[src/rtl/tpu_skew_feeder_if.sv]
// rtl/tpu_skew_feeder_if.sv - tile-load and run-control bus for the skew feeder
// Purpose: groups the tile write port, run control and skewed lane outputs.
// Signals:
//   wr_en/wr_row/wr_data : write one DIM-element tile row (column c at [c*BITS_AB +: BITS_AB])
//   start/hold           : request a stream run / stall the stream
//   a_out                : skewed lanes (lane i at [i*BITS_AB +: BITS_AB])
//   mac_en/busy/done     : MAC enable, run in progress, one-cycle run-complete pulse
// Modports: master drives the requests, slave is the feeder.
interface tpu_skew_feeder_if #(
    parameter int BITS_AB = 8,
    parameter int DIM     = 4
);
    localparam int ROW_W = (DIM > 1) ? $clog2(DIM) : 1;

    logic                     wr_en;
    logic [ROW_W-1:0]         wr_row;
    logic [DIM*BITS_AB-1:0]   wr_data;
    logic                     start;
    logic                     hold;
    logic [DIM*BITS_AB-1:0]   a_out;
    logic                     mac_en;
    logic                     busy;
    logic                     done;

    modport master (
        output wr_en, wr_row, wr_data, start, hold,
        input  a_out, mac_en, busy, done
    );

    modport slave (
        input  wr_en, wr_row, wr_data, start, hold,
        output a_out, mac_en, busy, done
    );
endinterface

[src/rtl/tpu_skew_feeder.sv]
// rtl/tpu_skew_feeder.sv - diagonal-skew operand feeder for a DIM x DIM systolic array
// Purpose: buffers a DIM x DIM signed tile and streams it into the array rows with a
//          one-step skew per lane, then drains the array with zero operands.
// Ports:
//   clk  : clock
//   rst  : synchronous active-high reset (aborts a run, clears the tile)
//   bus  : tpu_skew_feeder_if.slave (tile writes, start/hold, a_out/mac_en/busy/done)
module tpu_skew_feeder #(
    parameter int BITS_AB = 8,
    parameter int DIM     = 4
) (
    input  logic                clk,
    input  logic                rst,
    tpu_skew_feeder_if.slave    bus
);
    localparam int STEP_W = (3*DIM-2 > 1) ? $clog2(3*DIM-2) : 1;
    localparam logic [STEP_W-1:0] LAST_STREAM = STEP_W'(2*DIM-2);
    localparam logic [STEP_W-1:0] LAST_STEP   = STEP_W'(3*DIM-3);

    typedef enum logic [1:0] {
        S_IDLE,
        S_STREAM,
        S_FLUSH
    } state_t;

    state_t                    r_state;
    state_t                    w_state_nxt;
    // r_step is the step currently presented on a_out/mac_en
    logic [STEP_W-1:0]         r_step;
    logic [STEP_W-1:0]         w_step_nxt;
    logic [STEP_W-1:0]         w_t;
    logic [DIM*BITS_AB-1:0]    r_a_out;
    logic [DIM*BITS_AB-1:0]    w_a_nxt;
    logic [DIM*BITS_AB-1:0]    w_lanes;
    logic                      r_mac_en;
    logic                      w_mac_nxt;
    logic                      r_done;
    logic                      w_done_nxt;
    logic                      w_load;
    logic                      w_wr;

    logic signed [BITS_AB-1:0] r_mat      [DIM][DIM];
    logic signed [BITS_AB-1:0] w_mat_view [DIM][DIM];

    assign w_wr = (r_state == S_IDLE) && bus.wr_en;

    // Tile as it will be after this edge; lets a write coinciding with start
    // feed step 0 with the new row.
    always_comb begin
        for (int r = 0; r < DIM; r++) begin
            for (int c = 0; c < DIM; c++) begin
                if (w_wr && (int'(bus.wr_row) == r)) begin
                    w_mat_view[r][c] = bus.wr_data[c*BITS_AB +: BITS_AB];
                end else begin
                    w_mat_view[r][c] = r_mat[r][c];
                end
            end
        end
    end

    // Step about to be loaded into the output registers.
    assign w_t = (r_state == S_IDLE) ? '0 : r_step + 1'b1;

    // Lane i carries column t-i of row i; FLUSH steps present zeros.
    always_comb begin
        w_lanes = '0;
        if (w_t <= LAST_STREAM) begin
            for (int i = 0; i < DIM; i++) begin
                for (int c = 0; c < DIM; c++) begin
                    if (int'(w_t) == i + c) begin
                        w_lanes[i*BITS_AB +: BITS_AB] = w_mat_view[i][c];
                    end
                end
            end
        end
    end

    always_comb begin
        w_state_nxt = r_state;
        w_step_nxt  = r_step;
        w_a_nxt     = r_a_out;
        w_mac_nxt   = 1'b0;
        w_done_nxt  = 1'b0;
        w_load      = 1'b0;
        case (r_state)
            S_IDLE: begin
                w_a_nxt = '0;
                if (bus.start) begin
                    w_state_nxt = S_STREAM;
                    w_step_nxt  = '0;
                    w_load      = 1'b1;
                end
            end
            S_STREAM, S_FLUSH: begin
                // hold: state, step and a_out freeze; mac_en drops
                if (!bus.hold) begin
                    if (r_step == LAST_STEP) begin
                        w_state_nxt = S_IDLE;
                        w_a_nxt     = '0;
                        w_done_nxt  = 1'b1;
                    end else begin
                        w_step_nxt  = w_t;
                        w_state_nxt = (w_t > LAST_STREAM) ? S_FLUSH : S_STREAM;
                        w_load      = 1'b1;
                    end
                end
            end
            default: begin
                w_state_nxt = S_IDLE;
            end
        endcase
        if (w_load) begin
            w_a_nxt   = w_lanes;
            w_mac_nxt = 1'b1;
        end
    end

    always_ff @(posedge clk) begin
        if (rst) begin
            r_state  <= S_IDLE;
            r_step   <= '0;
            r_a_out  <= '0;
            r_mac_en <= 1'b0;
            r_done   <= 1'b0;
            for (int r = 0; r < DIM; r++) begin
                for (int c = 0; c < DIM; c++) begin
                    r_mat[r][c] <= '0;
                end
            end
        end else begin
            r_state  <= w_state_nxt;
            r_step   <= w_step_nxt;
            r_a_out  <= w_a_nxt;
            r_mac_en <= w_mac_nxt;
            r_done   <= w_done_nxt;
            for (int r = 0; r < DIM; r++) begin
                for (int c = 0; c < DIM; c++) begin
                    r_mat[r][c] <= w_mat_view[r][c];
                end
            end
        end
    end

    assign bus.a_out  = r_a_out;
    assign bus.mac_en = r_mac_en;
    assign bus.busy   = (r_state != S_IDLE);
    assign bus.done   = r_done;
endmodule

[src/flat_wrapper.sv]
// flat-port wrapper written by rule: the top's interface ports become plain ports
module tpu_skew_feeder_flat 
#(
    parameter int BITS_AB = 8,
    parameter int DIM     = 4
)
  (clk, rst, bus_wr_en, bus_wr_row, bus_wr_data, bus_start, bus_hold, bus_a_out, bus_mac_en, bus_busy, bus_done);
  tpu_skew_feeder_if #(.BITS_AB(BITS_AB), .DIM(DIM)) bus_i ();
  input  logic clk;
  input  logic rst;
  input wire logic [$bits(bus_i.wr_en)-1:0] bus_wr_en;
  input wire logic [$bits(bus_i.wr_row)-1:0] bus_wr_row;
  input wire logic [$bits(bus_i.wr_data)-1:0] bus_wr_data;
  input wire logic [$bits(bus_i.start)-1:0] bus_start;
  input wire logic [$bits(bus_i.hold)-1:0] bus_hold;
  output wire logic [$bits(bus_i.a_out)-1:0] bus_a_out;
  output wire logic [$bits(bus_i.mac_en)-1:0] bus_mac_en;
  output wire logic [$bits(bus_i.busy)-1:0] bus_busy;
  output wire logic [$bits(bus_i.done)-1:0] bus_done;
  assign bus_i.wr_en = bus_wr_en;
  assign bus_i.wr_row = bus_wr_row;
  assign bus_i.wr_data = bus_wr_data;
  assign bus_i.start = bus_start;
  assign bus_i.hold = bus_hold;
  assign bus_a_out = bus_i.a_out;
  assign bus_mac_en = bus_i.mac_en;
  assign bus_busy = bus_i.busy;
  assign bus_done = bus_i.done;
  tpu_skew_feeder #(.BITS_AB(BITS_AB), .DIM(DIM)) u_core (.clk(clk), .rst(rst), .bus(bus_i));
endmodule
[config.mk]
export PLATFORM = sky130hd
export DESIGN_NAME = tpu_skew_feeder_flat
export DESIGN_NICKNAME = d
export VERILOG_FILES = /design/src/rtl/tpu_skew_feeder_if.sv /design/src/rtl/tpu_skew_feeder.sv /design/src/flat_wrapper.sv
export SDC_FILE = /design/constraint.sdc
export NUM_CORES = 1
export LEC_CHECK = 0
export ABC_CLOCK_PERIOD_IN_PS = 2760
export BUFFER_PORTS_ARGS = -buffer_cell sky130_fd_sc_hd__buf_2
export CORE_MARGIN = 5
export CORE_UTILIZATION = 25
export DETAILED_ROUTE_END_ITERATION = 8
export GPL_ROUTABILITY_DRIVEN = 0
export RECOVER_POWER = 50
export SYNTH_ARGS = -nofsm -noshare
export SYNTH_HDL_FRONTEND = slang
export SYNTH_SLANG_ARGS = --single-unit
[constraint.sdc]
create_clock -name clk -period 2.76 [get_ports clk]
set_input_delay 0.69 -clock clk [delete_from_list [all_inputs] [get_ports clk]]
set_output_delay 0.69 -clock clk [all_outputs]
set_load 0.02 [all_outputs]
==> summary.md, run 1 <==
| Metric | Value |
|---|---|
| Outcome | `completed` |
| Pre-CTS worst setup slack | `approximately 0.24 ns` |
| CTS Buf Count | `17` |
| Drt first pass iters | `5` |
| Routed Wire Length | `23100 um` |
| Fraction of final layout cells sized beyond drive strength 1 | `0.136` |
| Synth cell count leaders | `sky130_fd_sc_hd__dfxtp_1 (168), sky130_fd_sc_hd__nor2_1 (120), sky130_fd_sc_hd__nand2_1 (116)` |
| Height of the die | `about 180 um` |
| Finish-stage setup viols | `0` |
| Metal1 wirelength | `between 10000 and 15000 um` |
| Buffer levels on the longest clock path | `2` |
| Top routing layer in use | `met4` |
| Sort of element at the start of the critical path | `flop` |
| Critical path's largest stage delay | `0.69 ns` |
| Crit Reg-Reg Startpoint | `u_core.r_state[0]$_SDFFE_PP0P_` |
| Cell-by-cell trace of the critical path | `inv_1 -> ha_1 -> nor4bb_1 -> buf_12 -> mux2i_1 -> nand2_1 -> o211ai_1 -> o21ai_1` |
| Critical path type | `reg2reg` |
| Unrepaired setup endpoints after global routing | `no` |
| Count of synthesis-stage warnings from yosys | `0` |
| First element of the critical path | `u_core.r_state[0]$_SDFFE_PP0P_` |
| Total leakage power | `3.53 nW` |
| Number of global-route vias before repair | `roughly 5700` |
| Drt initial violations | `about 580` |
| Full die area | `0.0324 sq mm` |
| Routed vias/inst | `4.86` |
| Destination of the worst register-to-register timing path | `u_core.bus.a_out[6]$_SDFFE_PP0P_` |
| Final Net Count | `891` |
| Post-CTS setup-driven buffer insertion count | `0` |
| Kind of end point of the critical path | `flop` |
| Most frequent cell after synthesis | `sky130_fd_sc_hd__dfxtp_1` |
| Critical Path RT | `~3 ns` |
| Post-layout utilization of the core | `0.301` |
| Wire length on met3 | `about 1400 um` |
| Worst Hold Slack | `~0.45 ns` |
| Crit path max fanout | `31` |
| Placed instance area | `approximately 0.0081 sq mm` |
| Length in cells of the worst reg-to-reg path | `8` |
| Avg WL per Cell | `18.6 um` |
| Biggest area consumer among synthesized cells | `sky130_fd_sc_hd__dfxtp_1` |
| Clock latency on the worst-skew pair | `approximately 0.44 ns` |
| Most area-consuming cells after synthesis | `sky130_fd_sc_hd__dfxtp_1 (47%), sky130_fd_sc_hd__mux2i_1 (13%), sky130_fd_sc_hd__nor2_1 (6.2%)` |
| Final Instance Count excl. Fillers | `between 1000 and 1500` |
| Final period utilization | `0.936` |
| Global-route usage over all layers | `0.141` |
| Library cell used as clock root buffer | `sky130_fd_sc_hd__clkbuf_16` |
| Relative max-transition margin | `0.0553` |
| N_diodes | `0` |
| Count of final max-slew check failures | `0` |
| Starting density of the core | `0.252` |
| Placeable core region | `between 0.02 and 0.03 sq mm` |
| Level count of the clock H-tree | `4` |
| Met2 layer wire length in the routed design | `around 10000 um` |
| Max-cap violations | `0` |
| Worst path top cell family by delay | `simple AND/OR/NAND/NOR gates` |
| Hold buffers post-CTS | `0` |
| Synthesized instance count | `between 700 and 800` |
| Share of the synthesized area in the top cell type | `0.465` |
| Post-layout worst setup margin | `approximately 0.18 ns` |
| Area of the mapped netlist | `just over 0.007 sq mm` |
| PwrDens | `~650 mW/mm^2` |
| Global-route wire length before repair | `about 36000 um` |
| Path class of the lowest-slack min-delay path | `reg2reg` |
| Die X | `180 um` |
| Antenna violations before repair | `0` |
| Cts repair resizes | `0` |
| Proportion of synthesized chip area in sequential cells | `0.465` |
| Post-Route Skew | `around 0.012 ns` |
| Hold Path End | `u_core.bus.a_out[3]$_SDFFE_PP0P_` |
| Maximum VDD drop | `approximately 0.42 mV` |
| Antenna violation net count after detailed routing | `0` |
| Post-Syn Nets | `a little over 800` |
| Flip-flop cell with the highest count after synthesis | `sky130_fd_sc_hd__dfxtp_1` |
| Placed wire-length estimate | `between 15000 and 20000 um` |
| Instance count along the most critical hold path | `2` |
| Hold path start | `u_core.bus.a_out[3]$_SDFFE_PP0P_` |
| Synthesis-to-finish area growth | `19.3%` |
| Port Buffer Count | `73` |
| Placement row count | `62` |
| Num Clock Sinks | `168` |
| Area of all placed cells without fillers | `between 0.008 and 0.009 sq mm` |
| Count of pins on the block boundary | `74` |
| Sum of buffers and inverters on the critical path | `2` |
| Count of cell types in the netlist | `57` |
| Post-CTS clock slew at the launch and capture registers of the worst setup and hold paths | `0.08 ns` |
| Overall overflow remaining after global route | `0` |
| TritonCTS clock tree | `built` |
| Avg Inst Size Synth | `9.17 sq um` |
| Crit path time final | `2.58 ns` |
| Number of vias after detailed routing | `6046` |
| Maximum clock rate | `between 0.3 and 0.4 GHz` |
| Total placed cells including tap cells | `~1200` |
| Worst R2R Setup Slack | `between 0.15 and 0.2 ns` |
| Summed negative setup slack over all endpoints | `0 ns` |
| Proportion of synthesized flip-flops having asynchronous set or reset | `0` |
| Least-Margin Pin Slew | `~1.4 ns` |
| DRC violation count after routing | `0` |
| Maximum number of pins on one net before global-route repair | `64` |
| Number of synthesized flops with an enable pin | `0` |
| Critical-path top delay cell | `sky130_fd_sc_hd__nor4bb_1` |
| Post-layout power | `5.56 mW` |
| Synthesis-stage register bit count | `around 170` |
| Arrival time at the worst endpoint | `2.90 ns` |
| Final number of hold-violating endpoints | `0` |
## worst reg2reg max path: cells and delay by family, from the launching register on
family | cells | cell delay [ns]
mux | 1 | 0.29
buf+inv | 2 | 0.40
flops | 1 | 0.32
simple gates | 2 | 0.77
fa+ha+maj | 1 | 0.43
compound gates | 2 | 0.26
## cell type report
cell class | count | area, sq um
clock buffers | 17 | 425
clock inverters | 15 | 174
fillers | 3015 | 20000
inverters | 7 | 26.3
multi-input cells | 553 | 3550
flip-flops and latches | 168 | 3360
well taps | 384 | 480
repair buffers | 101 | 599
## how the worst max path moves through the flow
stage	slack, ns	end	cells after the start
6_report	0.18	u_core.bus.a_out[6]$_SDFFE_PP0P_	8
4_1_cts	0.22	u_core.bus.a_out[7]$_SDFFE_PP0P_	7
5_1_grt	0.01	u_core.bus.a_out[7]$_SDFFE_PP0P_	6
3_3_place_gp	0.29	u_core.bus.a_out[27]$_SDFFE_PP0P_	7
3_5_place_dp	0.24	u_core.bus.a_out[0]$_SDFFE_PP0P_	7
2_1_floorplan	0.33	u_core.bus.a_out[31]$_SDFFE_PP0P_	6
## cell families after synthesis
| family | count (synthesis) | share of synthesized area |
|---|---|---|
| and+or+nand+nor | 284 | 0.167 |
| DFF | 168 | 0.465 |
| AOI/OAI and AO/OA | 149 | 0.153 |
| muxes | 115 | 0.163 |
| buffers and inverters | 67 | 0.0438 |
| adders and majority gates | 4 | 0.00693 |
| xor gates and xnor gates | 1 | 0.00121 |
## layout by cell type, fill, tap and decap left out, types with 2 or more instances in the layout
cell type,n
sky130_fd_sc_hd__mux2_2,9
sky130_fd_sc_hd__o21ai_0,19
sky130_fd_sc_hd__nor3_1,4
sky130_fd_sc_hd__clkbuf_16,17
sky130_fd_sc_hd__nand3_1,11
sky130_fd_sc_hd__a21oi_1,39
sky130_fd_sc_hd__o2111ai_1,2
sky130_fd_sc_hd__inv_8,4
sky130_fd_sc_hd__buf_2,38
sky130_fd_sc_hd__a211o_1,6
sky130_fd_sc_hd__a211oi_1,2
sky130_fd_sc_hd__ha_1,4
sky130_fd_sc_hd__mux2_1,8
sky130_fd_sc_hd__inv_6,3
sky130_fd_sc_hd__inv_1,7
sky130_fd_sc_hd__mux2i_1,97
sky130_fd_sc_hd__a32o_1,32
sky130_fd_sc_hd__or3_1,3
sky130_fd_sc_hd__buf_12,6
sky130_fd_sc_hd__nand2_1,116
sky130_fd_sc_hd__clkbuf_1,35
sky130_fd_sc_hd__nor2_1,119
sky130_fd_sc_hd__o21ai_1,10
sky130_fd_sc_hd__dfxtp_1,168
sky130_fd_sc_hd__a311o_1,2
sky130_fd_sc_hd__a221o_1,10
sky130_fd_sc_hd__a221oi_1,12
sky130_fd_sc_hd__nor2b_1,10
sky130_fd_sc_hd__nand4b_1,3
sky130_fd_sc_hd__clkbuf_2,3
sky130_fd_sc_hd__clkinv_8,5
sky130_fd_sc_hd__buf_4,19
sky130_fd_sc_hd__o211ai_1,8
## power breakdown
part,total [mW],internal [mW],switching (mW),leakage [nW]
logic,0.639,0.219,0.420,1.88
clock network,2.39,1.22,1.17,0.290
registers,2.53,2.50,0.0338,1.36
total,5.56,3.94,1.62,3.53
## metal layers
metal,vias up,track usage
li1,2899,-
met1,2901,0.209
met2,220,0.201
met4,0,0.0408
met5,-,0
met3,26,0.0348
## registers in the layout, indices dropped and copies added (netlist names)
| name | flops |
|---|---|
| u_core.bus.done | 1 |
| u_core.r_mat | 128 |
| u_core.bus.a_out | 32 |
| u_core.r_step | 4 |
| u_core.bus.mac_en | 1 |
| u_core.r_state | 2 |
No activity file was read; power rests on OpenSTA's default activity.
==> run 2, diff against run 1 <==
- BUFFER_PORTS_ARGS: -buffer_cell sky130_fd_sc_hd__buf_2 -> -buffer_cell sky130_fd_sc_hd__buf_4
==> summary.md, run 2 (synthesized netlist as in run 1, its figures left out) <==
| Metric | Value |
|---|---|
| Placed wire-length estimate | `16400 um` |
| Final number of hold-violating endpoints | `0` |
| Cts repair resizes | `0` |
| Buffer levels on the longest clock path | `2` |
| Routed vias/inst | `4.86` |
| Final Net Count | `893` |
| Drt initial violations | `roughly 600` |
| Synthesis-to-finish area growth | `20.6%` |
| Num Clock Sinks | `168` |
| Die X | `180 um` |
| Global-route usage over all layers | `0.142` |
| Fraction of final layout cells sized beyond drive strength 1 | `0.141` |
| Area of all placed cells without fillers | `just under 0.009 sq mm` |
| Largest register FFs | `roughly 130` |
| Final period utilization | `0.913` |
| Area of the multi-input gates | `around 0.0036 sq mm` |
| Critical path's largest stage delay | `between 0.5 and 0.6 ns` |
| Sort of element at the start of the critical path | `flop` |
| Maximum number of pins on one net before global-route repair | `133` |
| Critical path type | `reg2reg` |
| Most used cells in the layout excluding fill and tap cells | `sky130_fd_sc_hd__dfxtp_1 (168), sky130_fd_sc_hd__nor2_1 (119), sky130_fd_sc_hd__nand2_1 (116)` |
| Full die area | `0.0324 sq mm` |
| Final Instance Count excl. Fillers | `roughly 1200` |
| Antenna violation net count after detailed routing | `0` |
| Overall overflow remaining after global route | `0` |
| Critical Path RT | `around 3.1 ns` |
| Least-Margin Pin Slew | `~1.0 ns` |
| Number of global-route vias before repair | `5736` |
| Placed instance area | `approximately 0.0083 sq mm` |
| N_diodes | `0` |
| Clock latency on the worst-skew pair | `0.43 ns` |
| Total leakage power | `between 3 and 4 nW` |
| Pre-CTS worst setup slack | `between 0.2 and 0.3 ns` |
| Post-CTS setup-driven buffer insertion count | `0` |
| Routed Wire Length | `roughly 23000 um` |
| Cell-by-cell trace of the critical path | `inv_1 -> ha_1 -> and3b_1 -> or4b_1 -> a2111oi_4 -> buf_12 -> o21ai_2 -> o21ai_1` |
| TritonCTS clock tree | `built` |
| Leading cell type in the layout, fill and taps excluded | `sky130_fd_sc_hd__dfxtp_1` |
| Level count of the clock H-tree | `4` |
| Crit path max fanout | `25` |
| Crit path time final | `2.52 ns` |
| Avg WL per Cell | `approximately 19 um` |
| Starting density of the core | `0.252` |
| Largest register by flop count | `u_core.r_mat` |
| Kind of end point of the critical path | `flop` |
| Post-Route Skew | `0.00987 ns` |
| CTS Buf Count | `17` |
| Sum of buffers and inverters on the critical path | `2` |
| Outcome | `completed` |
| Arrival time at the worst endpoint | `about 2.9 ns` |
| Worst path top cell family by delay | `compound AO/OA/AOI/OAI gates` |
| Global-route wire length before repair | `approximately 36000 um` |
| Number of vias after detailed routing | `roughly 6000` |
| Height of the die | `180 um` |
| Worst Hold Slack | `0.451 ns` |
| Maximum clock rate | `slightly below 0.4 GHz` |
| Register cell area after layout | `around 0.0034 sq mm` |
| Count of final max-slew check failures | `0` |
| Post-layout worst setup margin | `between 0.2 and 0.25 ns` |
| Count of pins on the block boundary | `74` |
| Placement row count | `between 60 and 70` |
| Finish-stage setup viols | `0` |
| Post-CTS clock slew at the launch and capture registers of the worst setup and hold paths | `0.07 ns` |
| Path class of the lowest-slack min-delay path | `reg2reg` |
| Hold buffers post-CTS | `0` |
| Critical-path top delay cell | `sky130_fd_sc_hd__or4b_1` |
| DRC violation count after routing | `0` |
| Drt first pass iters | `5` |
| Library cell used as clock root buffer | `sky130_fd_sc_hd__clkbuf_16` |
| Antenna violations before repair | `0` |
| Filler cell count | `about 3000` |
| Placeable core region | `approximately 0.029 sq mm` |
| Total placed cells including tap cells | `roughly 1200` |
| Port Buffer Count | `73` |
| Max-cap violations | `0` |
| Summed negative setup slack over all endpoints | `0 ns` |
| PwrDens | `between 600 and 700 mW/mm^2` |
| Relative max-transition margin | `0.302` |
| Maximum VDD drop | `0.300 mV` |
| Unrepaired setup endpoints after global routing | `no` |
-- run 2: final timing paths --
kind,start,to,slack (ns),cells after the start
worst max register to register,u_core.r_step[1]$_SDFFE_PP0P_,u_core.bus.a_out[2]$_SDFFE_PP0P_,0.24,8
worst max-delay path,u_core.r_step[1]$_SDFFE_PP0P_,u_core.bus.a_out[2]$_SDFFE_PP0P_,0.24,8
worst min register to register,u_core.bus.a_out[5]$_SDFFE_PP0P_,u_core.bus.a_out[5]$_SDFFE_PP0P_,0.45,2
worst min-delay path,u_core.bus.a_out[5]$_SDFFE_PP0P_,u_core.bus.a_out[5]$_SDFFE_PP0P_,0.45,2
-- run 2: final cells by class --
cell class                 count  area share
timing repair buffer         103      0.0813
multi-input combinational    553       0.408
sequential                   168       0.386
clock buffer                  17      0.0488
inverter                       7     0.00301
clock inverter                15      0.0181
tap                          384      0.0551
-- run 2: per-layer routing --
layer,vias up,routed length (um),global-route usage
li1,2904,-,-
met1,2961,11500,0.210
met2,180,10300,0.211
met3,18,1320,0.0238
met4,0,344,0.0408
met5,-,0,0
-- run 2: power breakdown --
part | switching [mW] | total, mW | internal, mW
Combinational | 0.424 | 0.665 | 0.241
Sequential | 0.0333 | 2.54 | 2.50
Clock | 1.09 | 2.37 | 1.28
-- run 2: worst register-to-register path, cell delays in order (launching register included) --
cell and delay (ns):
sky130_fd_sc_hd__dfxtp_1 0.41, sky130_fd_sc_hd__inv_1 0.06, sky130_fd_sc_hd__ha_1 0.19, sky130_fd_sc_hd__and3b_1 0.19
sky130_fd_sc_hd__or4b_1 0.55, sky130_fd_sc_hd__a2111oi_4 0.44, sky130_fd_sc_hd__buf_12 0.23, sky130_fd_sc_hd__o21ai_2 0.17
sky130_fd_sc_hd__o21ai_1 0.21
-- run 2: through the flow --
step,power (mW),utilization
final,5.57,0.304
after floorplan,2.98,-
after CTS,5.63,0.310
after global placement,3.26,0.289
after detailed placement,3.27,0.289
after global routing,5.79,0.304
==> run 3, diff against run 2 <==
- ABC_CLOCK_PERIOD_IN_PS: 2760 -> 2700
- PLACE_DENSITY: default -> 0.41
- clock period: 2.76 -> 2.7 ns (I/O delays scaled with it)
==> summary.md, run 3 (synthesized netlist as in run 1, its figures left out) <==
| Metric | Value |
|---|---|
| Buffer levels on the longest clock path | `2` |
| Met2 usage | `0.226` |
| Fraction of final layout cells sized beyond drive strength 1 | `0.146` |
| Count of pins on the block boundary | `74` |
| Placed wire-length estimate | `between 15000 and 20000 um` |
| Critical-path top delay cell | `sky130_fd_sc_hd__or4b_1` |
| Crit path max fanout | `25` |
| Number of global-route vias before repair | `approximately 5900` |
| Least-Margin Pin Slew | `0.842 ns` |
| Leading cell type in the layout, fill and taps excluded | `sky130_fd_sc_hd__dfxtp_1` |
| Max-cap violations | `0` |
| Number of vias after detailed routing | `about 6000` |
| Length in cells of the worst reg-to-reg path | `8` |
| Global-route usage over all layers | `0.155` |
| Post-layout worst setup margin | `0.206 ns` |
| N_diodes | `0` |
| Placeable core region | `about 0.029 sq mm` |
| Outcome | `completed` |
| DRC violation count after routing | `0` |
| Unrepaired setup endpoints after global routing | `no` |
| Global-route wire length before repair | `between 30000 and 40000 um` |
| Final number of hold-violating endpoints | `0` |
| CP Depth | `8` |
| Crit Reg-Reg Startpoint | `u_core.r_step[1]$_SDFFE_PP0P_` |
| Worst path top cell family by delay | `compound AO/OA/AOI/OAI gates` |
| Maximum number of pins on one net before global-route repair | `77` |
| Critical Path RT | `3.06 ns` |
| Placement row count | `a little over 60` |
| Library cell used as clock root buffer | `sky130_fd_sc_hd__clkbuf_16` |
| Drt initial violations | `400` |
| Clock latency on the worst-skew pair | `0.44 ns` |
| Antenna violation net count after detailed routing | `0` |
| Layer carrying the most global-route usage | `met1` |
| Hold path start | `u_core.bus.a_out[6]$_SDFFE_PP0P_` |
| Drt first pass iters | `5` |
| Cell-by-cell trace of the critical path | `inv_1 -> ha_1 -> and3b_1 -> or4b_1 -> a2111oi_4 -> buf_12 -> o21ai_2 -> o21ai_1` |
| Post-layout utilization of the core | `0.309` |
| Crit path time final | `around 2.5 ns` |
| Num Clock Sinks | `168` |
| Hold Path End | `u_core.bus.a_out[6]$_SDFFE_PP0P_` |
| PwrDens | `~660 mW/mm^2` |
| Antenna violations before repair | `0` |
| Summed negative setup slack over all endpoints | `0 ns` |
| Instance count along the most critical hold path | `2` |
| Path class of the lowest-slack min-delay path | `reg2reg` |
| Most used cells in the layout excluding fill and tap cells | `sky130_fd_sc_hd__dfxtp_1 (168), sky130_fd_sc_hd__nor2_1 (119), sky130_fd_sc_hd__nand2_1 (116)` |
| Starting density of the core | `0.252` |
| Met1 layer usage reported by global route | `0.234` |
| Critical path's largest stage delay | `around 0.55 ns` |
| Port Buffer Count | `73` |
| Arrival time at the worst endpoint | `~2.9 ns` |
| Height of the die | `between 150 and 200 um` |
| Routed Wire Length | `around 25000 um` |
| Destination of the worst register-to-register timing path | `u_core.bus.a_out[0]$_SDFFE_PP0P_` |
| Post-Route Skew | `between 0.01 and 0.015 ns` |
| Sort of element at the start of the critical path | `flop` |
| Total leakage power | `around 3.6 nW` |
| Kind of end point of the critical path | `flop` |
| Relative max-transition margin | `0.438` |
| Largest register FFs | `roughly 130` |
| Pre-CTS worst setup slack | `0.0446 ns` |
| Synthesis-to-finish area growth | `22.2%` |
| Final period utilization | `0.924` |
| Overall overflow remaining after global route | `0` |
| Post-CTS clock slew at the launch and capture registers of the worst setup and hold paths | `0.07 ns` |
| Critical path type | `reg2reg` |
| Finish-stage setup viols | `0` |
| Largest register by flop count | `u_core.r_mat` |
| Met3 Track Usage GR | `0.0321` |
| Worst R2R Setup Slack | `0.21 ns` |
| CTS Buf Count | `17` |
| Final Net Count | `~900` |
| Routed vias/inst | `a little under 5` |
| TritonCTS clock tree | `built` |
| Maximum VDD drop | `0.351 mV` |
| Level count of the clock H-tree | `4` |
| Maximum clock rate | `about 0.4 GHz` |
| Die X | `~180 um` |
| Count of final max-slew check failures | `0` |
| Full die area | `0.0324 sq mm` |
| Sum of buffers and inverters on the critical path | `2` |
| Avg WL per Cell | `20.2 um` |
[run 3: layout make-up]
class | instances | area (sq um)
clock buffers | 17 | 425
clock inverters | 15 | 179
fillers | 3057 | 19800
inverters | 7 | 26.3
multi-input cells | 553 | 3580
flip-flops and latches | 168 | 3360
well taps | 384 | 480
repair buffers | 111 | 774
[run 3: worst max-delay path by stage]
stage / startpoint / to / slack, ns
floorplan: bus_wr_row[1] / u_core.bus.a_out[31]$_SDFFE_PP0P_ / 0.28
global placement: u_core.r_step[0]$_SDFFE_PP0P_ / u_core.bus.a_out[6]$_SDFFE_PP0P_ / 0.18
detailed placement: u_core.r_step[0]$_SDFFE_PP0P_ / u_core.bus.a_out[3]$_SDFFE_PP0P_ / 0.04
CTS: u_core.r_step[0]$_SDFFE_PP0P_ / u_core.bus.a_out[1]$_SDFFE_PP0P_ / 0.03
global route: u_core.r_state[0]$_SDFFE_PP0P_ / u_core.bus.a_out[11]$_SDFFE_PP0P_ / 0.07
finish: u_core.r_step[1]$_SDFFE_PP0P_ / u_core.bus.a_out[0]$_SDFFE_PP0P_ / 0.21
[run 3: repair_timing]
item / CTS / global route
setup buffers: 0 / 0
hold buffers: 0 / 0
gates resized for setup: 0 / 2
setup endpoints to repair: 0 / 11
[run 3: per-layer routing]
layer  share of wire  wire [um]
met3           0.037        945
met1            0.52      13200
met4           0.013        331
met5               0          0
met2            0.43      10800
[run 3: through the flow]
stage	cell area (sq um)	std cells	power, mW	hold slack (ns)
after floorplan	7230	788	3.05	0.433
after global placement	8380	1223	3.38	0.440
after detailed placement	8380	1223	3.38	0.445
after CTS	8980	1255	5.92	0.455
after global routing	8830	1255	6.06	0.474
final	8830	1255	5.83	0.450
[run 3: power breakdown]
part           total [mW]  internal (mW)  switching, mW
Sequential           2.59           2.56         0.0324
Clock                2.53           1.33           1.20
Combinational       0.709          0.253          0.456
[run 3: worst min-delay path, delay by kind of cell, from the launching register on]
kind	cells	cell delay, ns
flip-flops	1	0.31
AO/OA/AOI/OAI	1	0.05
AND/OR/NAND/NOR	1	0.05
